==> src/rtl/display_pkg.sv <==
// Shared definitions for the SSD1306 display path: request kinds, engine states
// and the controller's opcode constants.
package display_pkg;

    localparam logic [1:0] REQ_NONE    = 2'd0;
    localparam logic [1:0] REQ_RESET   = 2'd1;
    localparam logic [1:0] REQ_COMMAND = 2'd2;
    localparam logic [1:0] REQ_DATA    = 2'd3;

    typedef enum logic [2:0] {
        ST_IDLE   = 3'd0,
        ST_RST_LO = 3'd1,
        ST_RST_HI = 3'd2,
        ST_SHIFT  = 3'd3,
        ST_GAP    = 3'd4
    } engine_state_t;

    localparam logic [7:0] OP_DISPLAY_OFF    = 8'hAE;
    localparam logic [7:0] OP_DISPLAY_ON     = 8'hAF;
    localparam logic [7:0] OP_SET_COL_ADDR   = 8'h21;
    localparam logic [7:0] OP_SET_PAGE_ADDR  = 8'h22;
    localparam logic [7:0] OP_CHARGE_PUMP    = 8'h8D;
    localparam logic [7:0] OP_SET_CONTRAST   = 8'h81;

    function automatic logic is_byte_kind(input logic [1:0] kind);
        return (kind == REQ_COMMAND) || (kind == REQ_DATA);
    endfunction

endpackage

==> src/rtl/display_req_fifo.sv <==
// Synchronous request queue with occupancy output; a push while full is ignored,
// so a pop in the same cycle never lets a new entry slip through.
module display_req_fifo #(
    parameter int DEPTH = 4,
    parameter int WIDTH = 10
) (
    input  logic                     clk,
    input  logic                     rst,
    input  logic                     push,
    input  logic [WIDTH-1:0]         wdata,
    input  logic                     pop,
    output logic [WIDTH-1:0]         rdata,
    output logic                     full,
    output logic                     empty,
    output logic [$clog2(DEPTH):0]   level
);

    localparam int AW = $clog2(DEPTH);
    localparam logic [AW:0] FULL_LEVEL = DEPTH[AW:0];

    logic [WIDTH-1:0] mem [DEPTH];
    logic [AW-1:0]    rd_ptr;
    logic [AW-1:0]    wr_ptr;
    logic             do_push;
    logic             do_pop;

    assign full    = (level == FULL_LEVEL);
    assign empty   = (level == '0);
    assign do_push = push && !full;
    assign do_pop  = pop && !empty;
    assign rdata   = mem[rd_ptr];

    always_ff @(posedge clk) begin
        if (rst) begin
            rd_ptr <= '0;
            wr_ptr <= '0;
            level  <= '0;
        end else begin
            if (do_push) wr_ptr <= wr_ptr + 1'b1;
            if (do_pop)  rd_ptr <= rd_ptr + 1'b1;
            case ({do_push, do_pop})
                2'b10:   level <= level + 1'b1;
                2'b01:   level <= level - 1'b1;
                default: ;
            endcase
        end
    end

    always_ff @(posedge clk) begin
        if (do_push) mem[wr_ptr] <= wdata;
    end

endmodule

==> src/rtl/display_spi_stream.sv <==
// Queued SSD1306 link: serialises reset pulses and command/data bytes onto a
// 4-wire SPI bus (mode 0, MSB first), keeping CS low across same-kind bytes.
module display_spi_stream
    import display_pkg::*;
#(
    parameter int CLK_DIV          = 11,
    parameter int FIFO_DEPTH       = 4,
    parameter int RST_HALF_PERIODS = 2,
    parameter int CS_GAP           = 1
) (
    input  logic                          clk,
    input  logic                          rst,
    input  logic                          req_valid,
    output logic                          req_ready,
    input  logic [1:0]                    req_kind,
    input  logic [7:0]                    req_byte,
    output logic                          busy,
    output logic [$clog2(FIFO_DEPTH):0]   fifo_level,
    output logic                          spi_din,
    output logic                          spi_clk,
    output logic                          spi_cs,
    output logic                          spi_dc,
    output logic                          spi_rst
);

    localparam int DIV_W       = (CLK_DIV > 1) ? $clog2(CLK_DIV) : 1;
    localparam int DIV_LAST_I  = CLK_DIV - 1;
    localparam int RST_LAST_I  = RST_HALF_PERIODS - 1;
    localparam int GAP_LAST_I  = CS_GAP - 1;
    localparam logic [DIV_W-1:0] DIV_LAST = DIV_LAST_I[DIV_W-1:0];
    localparam logic [15:0]      RST_LAST = RST_LAST_I[15:0];
    localparam logic [15:0]      GAP_LAST = GAP_LAST_I[15:0];

    engine_state_t     state, state_next;
    logic [DIV_W-1:0]  div_cnt, div_next;
    logic [15:0]       tick_cnt, tick_cnt_next;
    logic [2:0]        bit_cnt, bit_cnt_next;
    logic [7:0]        shreg, shreg_next;
    logic              sclk_next, cs_next, dc_next, din_next, rst_pin_next;
    logic              tick;
    logic              push, pop, full, empty;
    logic [9:0]        head;
    logic [1:0]        head_kind;
    logic [7:0]        head_byte;

    assign req_ready = !full;
    assign push      = req_valid && req_ready && (req_kind != REQ_NONE);
    assign head_kind = head[9:8];
    assign head_byte = head[7:0];
    assign tick      = (div_cnt == DIV_LAST);
    assign busy      = !empty || (state != ST_IDLE);

    display_req_fifo #(
        .DEPTH (FIFO_DEPTH),
        .WIDTH (10)
    ) u_fifo (
        .clk   (clk),
        .rst   (rst),
        .push  (push),
        .wdata ({req_kind, req_byte}),
        .pop   (pop),
        .rdata (head),
        .full  (full),
        .empty (empty),
        .level (fifo_level)
    );

    always_comb begin
        state_next    = state;
        div_next      = div_cnt;
        tick_cnt_next = tick_cnt;
        bit_cnt_next  = bit_cnt;
        shreg_next    = shreg;
        sclk_next     = spi_clk;
        cs_next       = spi_cs;
        dc_next       = spi_dc;
        din_next      = spi_din;
        rst_pin_next  = spi_rst;
        pop           = 1'b0;

        if (state != ST_IDLE) div_next = tick ? '0 : div_cnt + 1'b1;

        case (state)
            ST_IDLE: begin
                if (!empty) begin
                    pop = 1'b1;
                    if (head_kind == REQ_RESET) begin
                        rst_pin_next = 1'b0;
                        state_next   = ST_RST_LO;
                    end else begin
                        cs_next      = 1'b0;
                        dc_next      = (head_kind == REQ_DATA);
                        din_next     = head_byte[7];
                        shreg_next   = head_byte;
                        bit_cnt_next = 3'd7;
                        state_next   = ST_SHIFT;
                    end
                end
            end
            ST_RST_LO: begin
                if (tick) begin
                    if (tick_cnt == RST_LAST) begin
                        rst_pin_next = 1'b1;
                        state_next   = ST_RST_HI;
                    end else begin
                        tick_cnt_next = tick_cnt + 16'd1;
                    end
                end
            end
            ST_RST_HI: begin
                if (tick) begin
                    if (tick_cnt == RST_LAST) state_next = ST_IDLE;
                    else                      tick_cnt_next = tick_cnt + 16'd1;
                end
            end
            ST_SHIFT: begin
                // Data changes only on falling edges; the byte boundary is the
                // falling edge after bit 0, where a same-dc head extends the burst.
                if (tick) begin
                    sclk_next = ~spi_clk;
                    if (spi_clk) begin
                        if (bit_cnt != 3'd0) begin
                            din_next     = shreg[6];
                            shreg_next   = {shreg[6:0], 1'b0};
                            bit_cnt_next = bit_cnt - 3'd1;
                        end else if (!empty && is_byte_kind(head_kind) &&
                                     ((head_kind == REQ_DATA) == spi_dc)) begin
                            pop          = 1'b1;
                            din_next     = head_byte[7];
                            shreg_next   = head_byte;
                            bit_cnt_next = 3'd7;
                        end else begin
                            cs_next    = 1'b1;
                            state_next = ST_GAP;
                        end
                    end
                end
            end
            ST_GAP: begin
                if (tick) begin
                    if (tick_cnt == GAP_LAST) state_next = ST_IDLE;
                    else                      tick_cnt_next = tick_cnt + 16'd1;
                end
            end
            default: state_next = ST_IDLE;
        endcase

        if (state_next != state) begin
            div_next      = '0;
            tick_cnt_next = '0;
        end
    end

    always_ff @(posedge clk) begin
        if (rst) begin
            state    <= ST_IDLE;
            div_cnt  <= '0;
            tick_cnt <= '0;
            bit_cnt  <= '0;
            shreg    <= '0;
            spi_clk  <= 1'b0;
            spi_cs   <= 1'b1;
            spi_dc   <= 1'b0;
            spi_din  <= 1'b0;
            spi_rst  <= 1'b1;
        end else begin
            state    <= state_next;
            div_cnt  <= div_next;
            tick_cnt <= tick_cnt_next;
            bit_cnt  <= bit_cnt_next;
            shreg    <= shreg_next;
            spi_clk  <= sclk_next;
            spi_cs   <= cs_next;
            spi_dc   <= dc_next;
            spi_din  <= din_next;
            spi_rst  <= rst_pin_next;
        end
    end

endmodule

==> config.mk <==
export PLATFORM = sky130hd
export DESIGN_NAME = display_spi_stream
export DESIGN_NICKNAME = d
export VERILOG_FILES = /design/src/rtl/display_pkg.sv /design/src/rtl/display_req_fifo.sv /design/src/rtl/display_spi_stream.sv
export SDC_FILE = /design/constraint.sdc
export NUM_CORES = 1
export LEC_CHECK = 0
export BUFFER_PORTS_ARGS = -buffer_cell sky130_fd_sc_hd__buf_2
export CAP_MARGIN = 5
export CORE_MARGIN = 1.5
export CORE_UTILIZATION = 56
export CTS_BUF_LIST = sky130_fd_sc_hd__clkbuf_8
export DETAILED_ROUTE_END_ITERATION = 6
export PLACE_DENSITY_LB_ADDON = 0.2
export SYNTH_ARGS = -nofsm -noshare
export SYNTH_HDL_FRONTEND = slang
export SYNTH_SLANG_ARGS = --single-unit
==> constraint.sdc <==
create_clock -name clk -period 4.3 [get_ports clk]
set_input_delay 0.43 -clock clk [delete_from_list [all_inputs] [get_ports clk]]
set_output_delay 0.43 -clock clk [all_outputs]
set_load 0.005 [all_outputs]
==> results of run 1 <==
-- registers in the layout, summed over array words and instances, names as in the netlist, named ones only --
register	count
state	3
spi_cs	1
spi_din	1
shreg	7
spi_dc	1
tick_cnt	16
spi_rst	1
u_fifo.mem	40
bit_cnt	3
u_fifo.wr_ptr	2
u_fifo.level	3
u_fifo.rd_ptr	2
div_cnt	4
spi_clk	1
-- layer usage --
layer	track usage	routed length (um)
met2	0.347	3690
met3	0.0471	288
met5	0	0
met1	0.297	3650
met4	0.0685	71
-- cell usage after synthesis, types with 3 or more instances --
cell type and instances:
xnor2_1 5, and2_1 5, o21ai_0 16, nor2_1 15
mux4_2 10, nor3_1 14, a21oi_1 11, inv_1 17
or3_1 10, nand3_1 11, buf_2 5, o21a_1 3
mux2i_1 10, edfxtp_1 40, or4_1 3, dfxtp_1 47
nand4_1 4, nor3b_1 7, nor4_1 12, a31oi_1 4
a211oi_1 20, o31ai_1 3, clkbuf_1 9, xor2_1 8
ha_1 10, nand2_1 15, and3_1 5
-- logic make-up after synthesis --
family | after synthesis | share of synthesized area
multiplexers | 20 | 0.0786
XOR/XNOR | 14 | 0.0314
AO/OA/AOI/OAI | 75 | 0.127
flip-flops | 87 | 0.518
buffers and inverters | 35 | 0.0381
adder cells (fa/ha/maj) | 11 | 0.0351
AND/OR/NAND/NOR | 120 | 0.172
-- area by class of cell --
class	instances	area, um2
clock buffer	9	124
clock inverter	7	72.6
fill	604	2720
inverter	17	63.8
multi-input combinational	240	1840
sequential	87	2140
tap	99	124
timing repair buffer	25	133
-- final timing paths --
check | slack (ps) | depth (start not counted) | end | startpoint
min | 280 | 1 | u_fifo.mem[0][5]$_DFFE_PP_ | req_byte[5]
max | 970 | 11 | u_fifo.level[2]$_SDFFE_PP0P_ | flop
max reg2reg | 970 | 11 | u_fifo.level[2]$_SDFFE_PP0P_ | flop
min reg2reg | 480 | 2 | shreg[0]$_SDFFE_PP0P_ | shreg[0]$_SDFFE_PP0P_
-- report_power, final --
part	total [mW]	switching, mW	leakage [nW]	internal [mW]
logic	0.935	0.521	0.711	0.414
clock network	0.554	0.326	0.0970	0.228
registers	1.13	0.129	0.748	1.00
-- per-stage QoR --
stage	utilization	worst slack (ps)	area, um2	power [mW]
4_1_cts	0.623	954	4500	2.64
2_1_floorplan	-	1290	4140	1.87
5_1_grt	0.623	809	4500	2.79
3_3_place_gp	0.596	1050	4300	2.06
6_report	0.623	971	4500	2.62
3_5_place_dp	0.596	1000	4300	2.08
==> flow_summary_export.csv, run 1 <==
group,metric,value,unit
run_status,outcome,"finished clean",
detailed_routing,drt-initial-drc-count,177,
detailed_routing,drcViolationCount,0,
synthesis,synth_cell_type_count,62,
power_and_ir_drop,pwr_density_cell,582,nW/um2
setup_path,cp-end-kind,"flop",
place,port_buffers,22,
detailed_routing,routed_wl,7700,um
clock_tree,cts-hold-fix-buffers,0,
sta,hold_slack,283,ps
sta,clock.fmax,0.300,GHz
clock_tree,clock_sinks,87,
clock_tree,htreeDepth,3,
cells_and_area,fin_cells,484,
sta,fin_setup_tns,0,ps
setup_path,start_kind,"flop",
setup_path,path_cells,"buf_4 > mux4_2 > xor2_2 > nor4_2 > or2_2 > ha_1 > inv_1 > fa_1 > xor2_1 > or3_1 > a21oi_1",
floorplanning,ioPinCount,23,
setup_path,required,4580,ps
sta,rsz0062_at_grt,"false",
setup_path,cp.arrival,3610,ps
clock_tree,post_cts_buffers,0,
global_route,grt_max_degree,35,
clock_tree,cts.clk_slew.worst_paths,90,ps
min_path,holdCritPathClass,"primary input to flop",
global_route,grt_pass1_vias,2692,
clock_tree,cts_tree,"built",
floorplanning,fp.coreArea,7210,um2
floorplanning,fp.dieW,89.0,um
sta,hold_violations,0,
run,maxCapViolCount,0,
clock_tree,clockRootBuffer,"clkbuf_8",
sta,worstMarginPinSlew,1100,ps
setup_path,path_class,"flop to flop",
cells_and_area,syn2layout_area_growth,8.68,%
cells_and_area,drive_gt1_frac,0.156,
synthesis,async_flop_share,0,
setup_path,slowest_stage,"mux4_2",
floorplanning,dieArea,7910,um2
synthesis,synth_area,4140,um2
synthesis,syn_inst,362,
clock_tree,cts_resized,0,
synthesis,synth_edf_count,40,
sta,fin_crit,3330,ps
synthesis,synth_top_area_cell,"edfxtp_1",
detailed_routing,vias_per_cell,5.95,
place,dpl.hpwl,5310,um
detailed_routing,avgRoutedWirePerCell,15.9,um
setup_path,cp_max_fo,10,
cells_and_area,final_common_cell,"dfxtp_1",
clock_tree,clk-insertion-delay-late,360,ps
global_route,grt_use_total,0.216,
detailed_routing,dr.pass1.iters,4,
place,gp_congestion,0.788,
power_and_ir_drop,p_leak,1.56,nW
synthesis,yosys_warnings,0,
sta,drv_slew,0,
synthesis,synth_top_cells_by_area,"edfxtp_1 29%, dfxtp_1 23%, mux4_2 5.4%",
floorplanning,initial_core_util,0.574,
setup_path,slowest_delay,610,ps
synthesis,ys_seq_area_frac,0.518,
synthesis,yosysTopAreaCellShare,0.290,
cells_and_area,num-nets-final,404,
cells_and_area,antenna_cells,0,
sta,setup_viol,0,
sta,finalCritPeriodShare,0.774,
floorplanning,die_h,89.0,um
sta,relSlewSlack,0.263,
detailed_routing,vias,2878,
sta,skew,10.9,ps
setup_path,path_delay_family,"simple AND/OR/NAND/NOR gates",
synthesis,syn_area_per_cell,11.4,um2
global_route,antenna_found_initial,0,
place,dp_cells,468,
synthesis,ys.flop_type,"dfxtp_1",
synthesis,synth-seq-cells,87,
floorplanning,rows,31,
synthesis,syn_nets,386,
clock_tree,numCtsBuffers,9,
setup_path,path_buf_inv,2,
cells_and_area,most-common-layout-cells,"47 x dfxtp_1, 40 x edfxtp_1, 22 x buf_2",
power_and_ir_drop,ir_worst_vdd,0.289,mV
global_route,overflow,0,
clock_tree,clk_path_buf_depth,2,
global_route,grt_pass1_wl,13000,um
detailed_routing,drt.antenna.violating_nets,0,
No activity file was read; power rests on OpenSTA's default activity.
==> run 2, diff against run 1 <==
==> constraint.sdc (replaced) <==
create_clock -name clk -period 3.04 [get_ports clk]
set_input_delay 0.304 -clock clk [delete_from_list [all_inputs] [get_ports clk]]
set_output_delay 0.304 -clock clk [all_outputs]
set_load 0.005 [all_outputs]
==> flow_summary_export.csv, run 2 (synthesized netlist as in run 1, its figures left out) <==
group,metric,value,unit
run_status,outcome,"finished clean",
setup_path,start_kind,"flop",
floorplanning,fp.dieW,89.0,um
place,port_buffers,22,
clock_tree,post_cts_buffers,0,
clock_tree,clk_path_buf_depth,2,
clock_tree,clock_sinks,87,
global_route,grt_pass1_wl,12500,um
global_route,grt_use_total,0.211,
global_route,antenna_found_initial,0,
cells_and_area,utilization,0.635,
power_and_ir_drop,pwr_density_cell,832,nW/um2
clock_tree,numCtsBuffers,9,
cells_and_area,final_common_cell,"dfxtp_1",
detailed_routing,drt.antenna.violating_nets,0,
power_and_ir_drop,p_leak,1.62,nW
setup_path,cp_max_fo,5,
detailed_routing,routed_wl,7750,um
sta,worstMarginPinSlew,864,ps
sta,fin_crit,2860,ps
cells_and_area,drive_gt1_frac,0.177,
cells_and_area,antenna_cells,0,
global_route,grt_max_degree,35,
detailed_routing,met2_wirelength,3530,um
detailed_routing,met1Wirelength,3850,um
sta,relSlewSlack,0.424,
sta,skew,10.7,ps
clock_tree,cts-hold-fix-buffers,0,
detailed_routing,avgRoutedWirePerCell,15.7,um
setup_path,cp.arrival,3150,ps
sta,hold_slack,148,ps
sta,fin_setup_tns,0,ps
floorplanning,ioPinCount,23,
sta,drv_slew,0,
detailed_routing,wl_met3,266,um
floorplanning,rows,31,
cells_and_area,num-nets-final,414,
place,dpl.hpwl,5380,um
min_path,holdCritPathClass,"primary input to flop",
sta,rsz0062_at_grt,"false",
detailed_routing,vias,2914,
clock_tree,cts_tree,"built",
cells_and_area,largest-register,"u_fifo.mem",
cells_and_area,top_regs,"u_fifo.mem (40), tick_cnt (16), shreg (7)",
global_route,overflow,0,
floorplanning,dieArea,7910,um2
cells_and_area,largest_reg_flops,40,
sta,setup_viol,0,
power_and_ir_drop,power.total,3.81,mW
clock_tree,htreeDepth,3,
setup_path,path_class,"flop to flop",
power_and_ir_drop,ir_worst_vdd,0.392,mV
setup_path,required,3330,ps
detailed_routing,vias_per_cell,5.90,
floorplanning,fp.coreArea,7210,um2
clock_tree,cts.clk_slew.worst_paths,100,ps
floorplanning,die_h,89.0,um
clock_tree,clk-insertion-delay-late,360,ps
place,dpl_cell_area,4380,um2
detailed_routing,drt-initial-drc-count,242,
floorplanning,initial_core_util,0.574,
sta,clock.fmax,0.349,GHz
cells_and_area,syn2layout_area_growth,10.8,%
detailed_routing,routed.top_layer,"met4",
cells_and_area,most-common-layout-cells,"47 x dfxtp_1, 40 x edfxtp_1, 22 x buf_2",
detailed_routing,dr.pass1.iters,4,
detailed_routing,drcViolationCount,0,
sta,finalCritPeriodShare,0.942,
sta,hold_violations,0,
setup_path,cp-end-kind,"flop",
run,maxCapViolCount,0,
global_route,grt_pass1_vias,2579,
place,gp_congestion,0.771,
clock_tree,clockRootBuffer,"clkbuf_8",
clock_tree,cts_resized,0,
cells_and_area,design_area,4580,um2
-- run 2: cell type report --
cell class / count / area, um2
clock buffers: 9 / 124
multi-input cells: 240 / 1850
flip-flops and latches: 87 / 2140
fillers: 597 / 2630
inverters: 17 / 63.8
repair buffers: 35 / 208
clock inverters: 7 / 76.3
well taps: 99 / 124
-- run 2: final timing paths --
kind                                            start                            to  slack (ps)  depth (start not counted)
worst max register to register                   flop  u_fifo.level[2]$_SDFFE_PP0P_         180                         10
worst max-delay path                             flop  u_fifo.level[2]$_SDFFE_PP0P_         180                         10
worst min register to register  shreg[0]$_SDFFE_PP0P_         shreg[0]$_SDFFE_PP0P_         480                          2
worst min-delay path                      req_byte[6]    u_fifo.mem[0][6]$_DFFE_PP_         150                          1
-- run 2: worst max-delay path, cell delays in order (launching register included) --
cell	delay [ps]
dfxtp_1	360
mux4_2	590
xor2_2	190
nor4_4	300
or2_2	160
ha_1	170
inv_1	60
fa_1	370
xor2_1	160
or3_1	300
a21oi_1	140
-- run 2: stage by stage --
step | cells | setup WS [ps]
2_1_floorplan | 362 | 27.1
3_3_place_gp | 478 | 199
3_5_place_dp | 478 | 150
4_1_cts | 494 | 124
5_1_grt | 494 | 43.2
6_report | 494 | 176
-- run 2: per-layer routing --
layer	up-vias	global-route usage
li1	1445	-
met2	46	0.323
met4	0	0.0671
met1	1413	0.296
met3	10	0.0591
met5	-	0
-- run 2: report_power, final --
group	switching [mW]	leakage, nW	internal, mW	total, mW
registers	0.148	0.748	1.42	1.56
logic	0.800	0.771	0.643	1.44
clock network	0.479	0.102	0.325	0.805
total	1.43	1.62	2.38	3.81
==> run 3, diff against run 2 <==
==> constraint.sdc (replaced) <==
create_clock -name clk -period 3.2 [get_ports clk]
set_input_delay 0.32 -clock clk [delete_from_list [all_inputs] [get_ports clk]]
set_output_delay 0.32 -clock clk [all_outputs]
set_load 0.005 [all_outputs]
==> flow_summary_export.csv, run 3 (synthesized netlist as in run 1, its figures left out) <==
group,metric,value,unit
run_status,outcome,"finished clean",
power_and_ir_drop,pwr_density_cell,792,nW/um2
cells_and_area,num-nets-final,412,
setup_path,start_kind,"flop",
place,gp_congestion,0.771,
clock_tree,htreeDepth,3,
detailed_routing,dr.pass1.iters,4,
sta,hold_slack,161,ps
sta,relSlewSlack,0.397,
floorplanning,die_h,89.0,um
setup_path,slowest_delay,580,ps
power_and_ir_drop,p_clk_frac,0.210,
place,port_buffers,22,
clock_tree,post_cts_buffers,0,
min_path,holdCritPathClass,"primary input to flop",
sta,skew,13.0,ps
detailed_routing,vias,2895,
power_and_ir_drop,p_seq_frac,0.417,
detailed_routing,drt-initial-drc-count,129,
sta,drv_slew,0,
clock_tree,clk-insertion-delay-late,360,ps
floorplanning,ioPinCount,23,
sta,fin_crit,2920,ps
sta,setup_viol,0,
sta,fin_setup_tns,0,ps
cells_and_area,final_common_cell,"dfxtp_1",
detailed_routing,drcViolationCount,0,
setup_path,cp_max_fo,5,
setup_path,reg2reg_depth,10,
setup_path,cp.arrival,3200,ps
setup_path,worstSetupEndpoint,"u_fifo.level[2]$_SDFFE_PP0P_",
setup_path,path_buf_inv,1,
cells_and_area,multi_input_area,1840,um2
global_route,grt_use_total,0.212,
floorplanning,initial_core_util,0.574,
power_and_ir_drop,swShare,0.377,
power_and_ir_drop,comb_power_share,0.373,
sta,hold_violations,0,
detailed_routing,routed_wl,7850,um
cells_and_area,largest_reg_flops,40,
setup_path,required,3480,ps
setup_path,path_cells,"mux4_2 > xor2_2 > nor4_2 > or2_2 > ha_1 > inv_1 > fa_1 > xor2_1 > or3_1 > a21oi_1",
sta,finalCritPeriodShare,0.913,
cells_and_area,n_fill_cell,578,
sta,rsz0062_at_grt,"false",
sta,worstMarginPinSlew,904,ps
detailed_routing,drt.antenna.violating_nets,0,
cells_and_area,drive_gt1_frac,0.173,
power_and_ir_drop,power.total,3.61,mW
floorplanning,dieArea,7910,um2
clock_tree,cts_tree,"built",
cells_and_area,largest-register,"u_fifo.mem",
setup_path,cp-end-kind,"flop",
clock_tree,cts_resized,0,
global_route,overflow,0,
cells_and_area,seq_area,2140,um2
setup_path,slowest_stage,"mux4_2",
power_and_ir_drop,p_leak,1.60,nW
sta,clock.fmax,0.342,GHz
floorplanning,fp.dieW,89.0,um
detailed_routing,vias_per_cell,5.88,
clock_tree,cts-hold-fix-buffers,0,
setup_path,rrSetupSlack,280,ps
global_route,grt_max_degree,35,
power_and_ir_drop,switching_power,1.36,mW
power_and_ir_drop,ir_worst_vdd,0.358,mV
power_and_ir_drop,internal-power,2.25,mW
cells_and_area,syn2layout_area_growth,10.1,%
clock_tree,clock_sinks,87,
place,dpl.hpwl,5460,um
cells_and_area,utilization,0.632,
floorplanning,rows,31,
cells_and_area,top_regs,"u_fifo.mem (40), tick_cnt (16), shreg (7)",
cells_and_area,most-common-layout-cells,"47 x dfxtp_1, 40 x edfxtp_1, 22 x buf_2",
run,maxCapViolCount,0,
global_route,grt_pass1_vias,2680,
sta,fin_ws,279,ps
place,pre_cts_slack,284,ps
clock_tree,clockRootBuffer,"clkbuf_8",
clock_tree,numCtsBuffers,9,
setup_path,reg2reg_to,"u_fifo.level[2]$_SDFFE_PP0P_",
clock_tree,clk_path_buf_depth,2,
global_route,grt_pass1_wl,12700,um
detailed_routing,avgRoutedWirePerCell,16.0,um
setup_path,path_delay_family,"simple AND/OR/NAND/NOR gates",
setup_path,cp.depth,10,
floorplanning,fp.coreArea,7210,um2
setup_path,path_class,"flop to flop",
global_route,antenna_found_initial,0,
clock_tree,cts.clk_slew.worst_paths,100,ps
cells_and_area,antenna_cells,0,
[run 3: stage by stage]
stage	area (um2)	cells
6_report	4560	492
5_1_grt	4560	492
4_1_cts	4560	492
3_5_place_dp	4360	476
2_1_floorplan	4140	362
3_3_place_gp	4360	476
[run 3: layout make-up]
| cell class | instances | share of cell area |
|---|---|---|
| Sequential cell | 87 | 0.470 |
| Tap cell | 99 | 0.0272 |
| Timing Repair Buffer | 33 | 0.0423 |
| Clock inverter | 7 | 0.0159 |
| Clock buffer | 9 | 0.0272 |
| Inverter | 17 | 0.0140 |
| Multi-Input combinational cell | 240 | 0.403 |
[run 3: worst min-delay path by stage]
| stage | depth (start not counted) | end | from |
|---|---|---|---|
| after floorplan | 0 | u_fifo.mem[0][0]$_DFFE_PP_ | req_byte[0] |
| after global placement | 2 | shreg[0]$_SDFFE_PP0P_ | shreg[0]$_SDFFE_PP0P_ |
| after detailed placement | 2 | shreg[0]$_SDFFE_PP0P_ | shreg[0]$_SDFFE_PP0P_ |
| after CTS | 1 | u_fifo.mem[0][6]$_DFFE_PP_ | req_byte[6] |
| after global routing | 1 | u_fifo.mem[0][6]$_DFFE_PP_ | req_byte[6] |
| final | 1 | u_fifo.mem[0][6]$_DFFE_PP_ | req_byte[6] |
[run 3: worst register-to-register path: stages (launching register included)]
cell and delay, ps:
dfxtp_1 360, mux4_2 580, xor2_2 180, nor4_2 340, or2_2 170, ha_1 180
inv_1 60, fa_1 370, xor2_1 160, or3_1 310, a21oi_1 140
[run 3: power groups by stage]
stage | clock, mW | combinational [mW] | sequential (mW)
after global routing | 0.820 | 1.49 | 1.53
after floorplan | 0 | 1.05 | 1.46
final | 0.757 | 1.35 | 1.51
after global placement | 0 | 1.30 | 1.52
after CTS | 0.769 | 1.34 | 1.50
after detailed placement | 0 | 1.34 | 1.53
[run 3: layer usage]
layer  part of all wire  vias up  track usage  routed length (um)
met1               0.48     1406        0.292                3780
li1                   -     1434            -                   -
met4              0.014        0       0.0657                 109
met3              0.024       10       0.0526                 188
met2               0.48       45        0.335                3780
met5                  0        -            0                   0
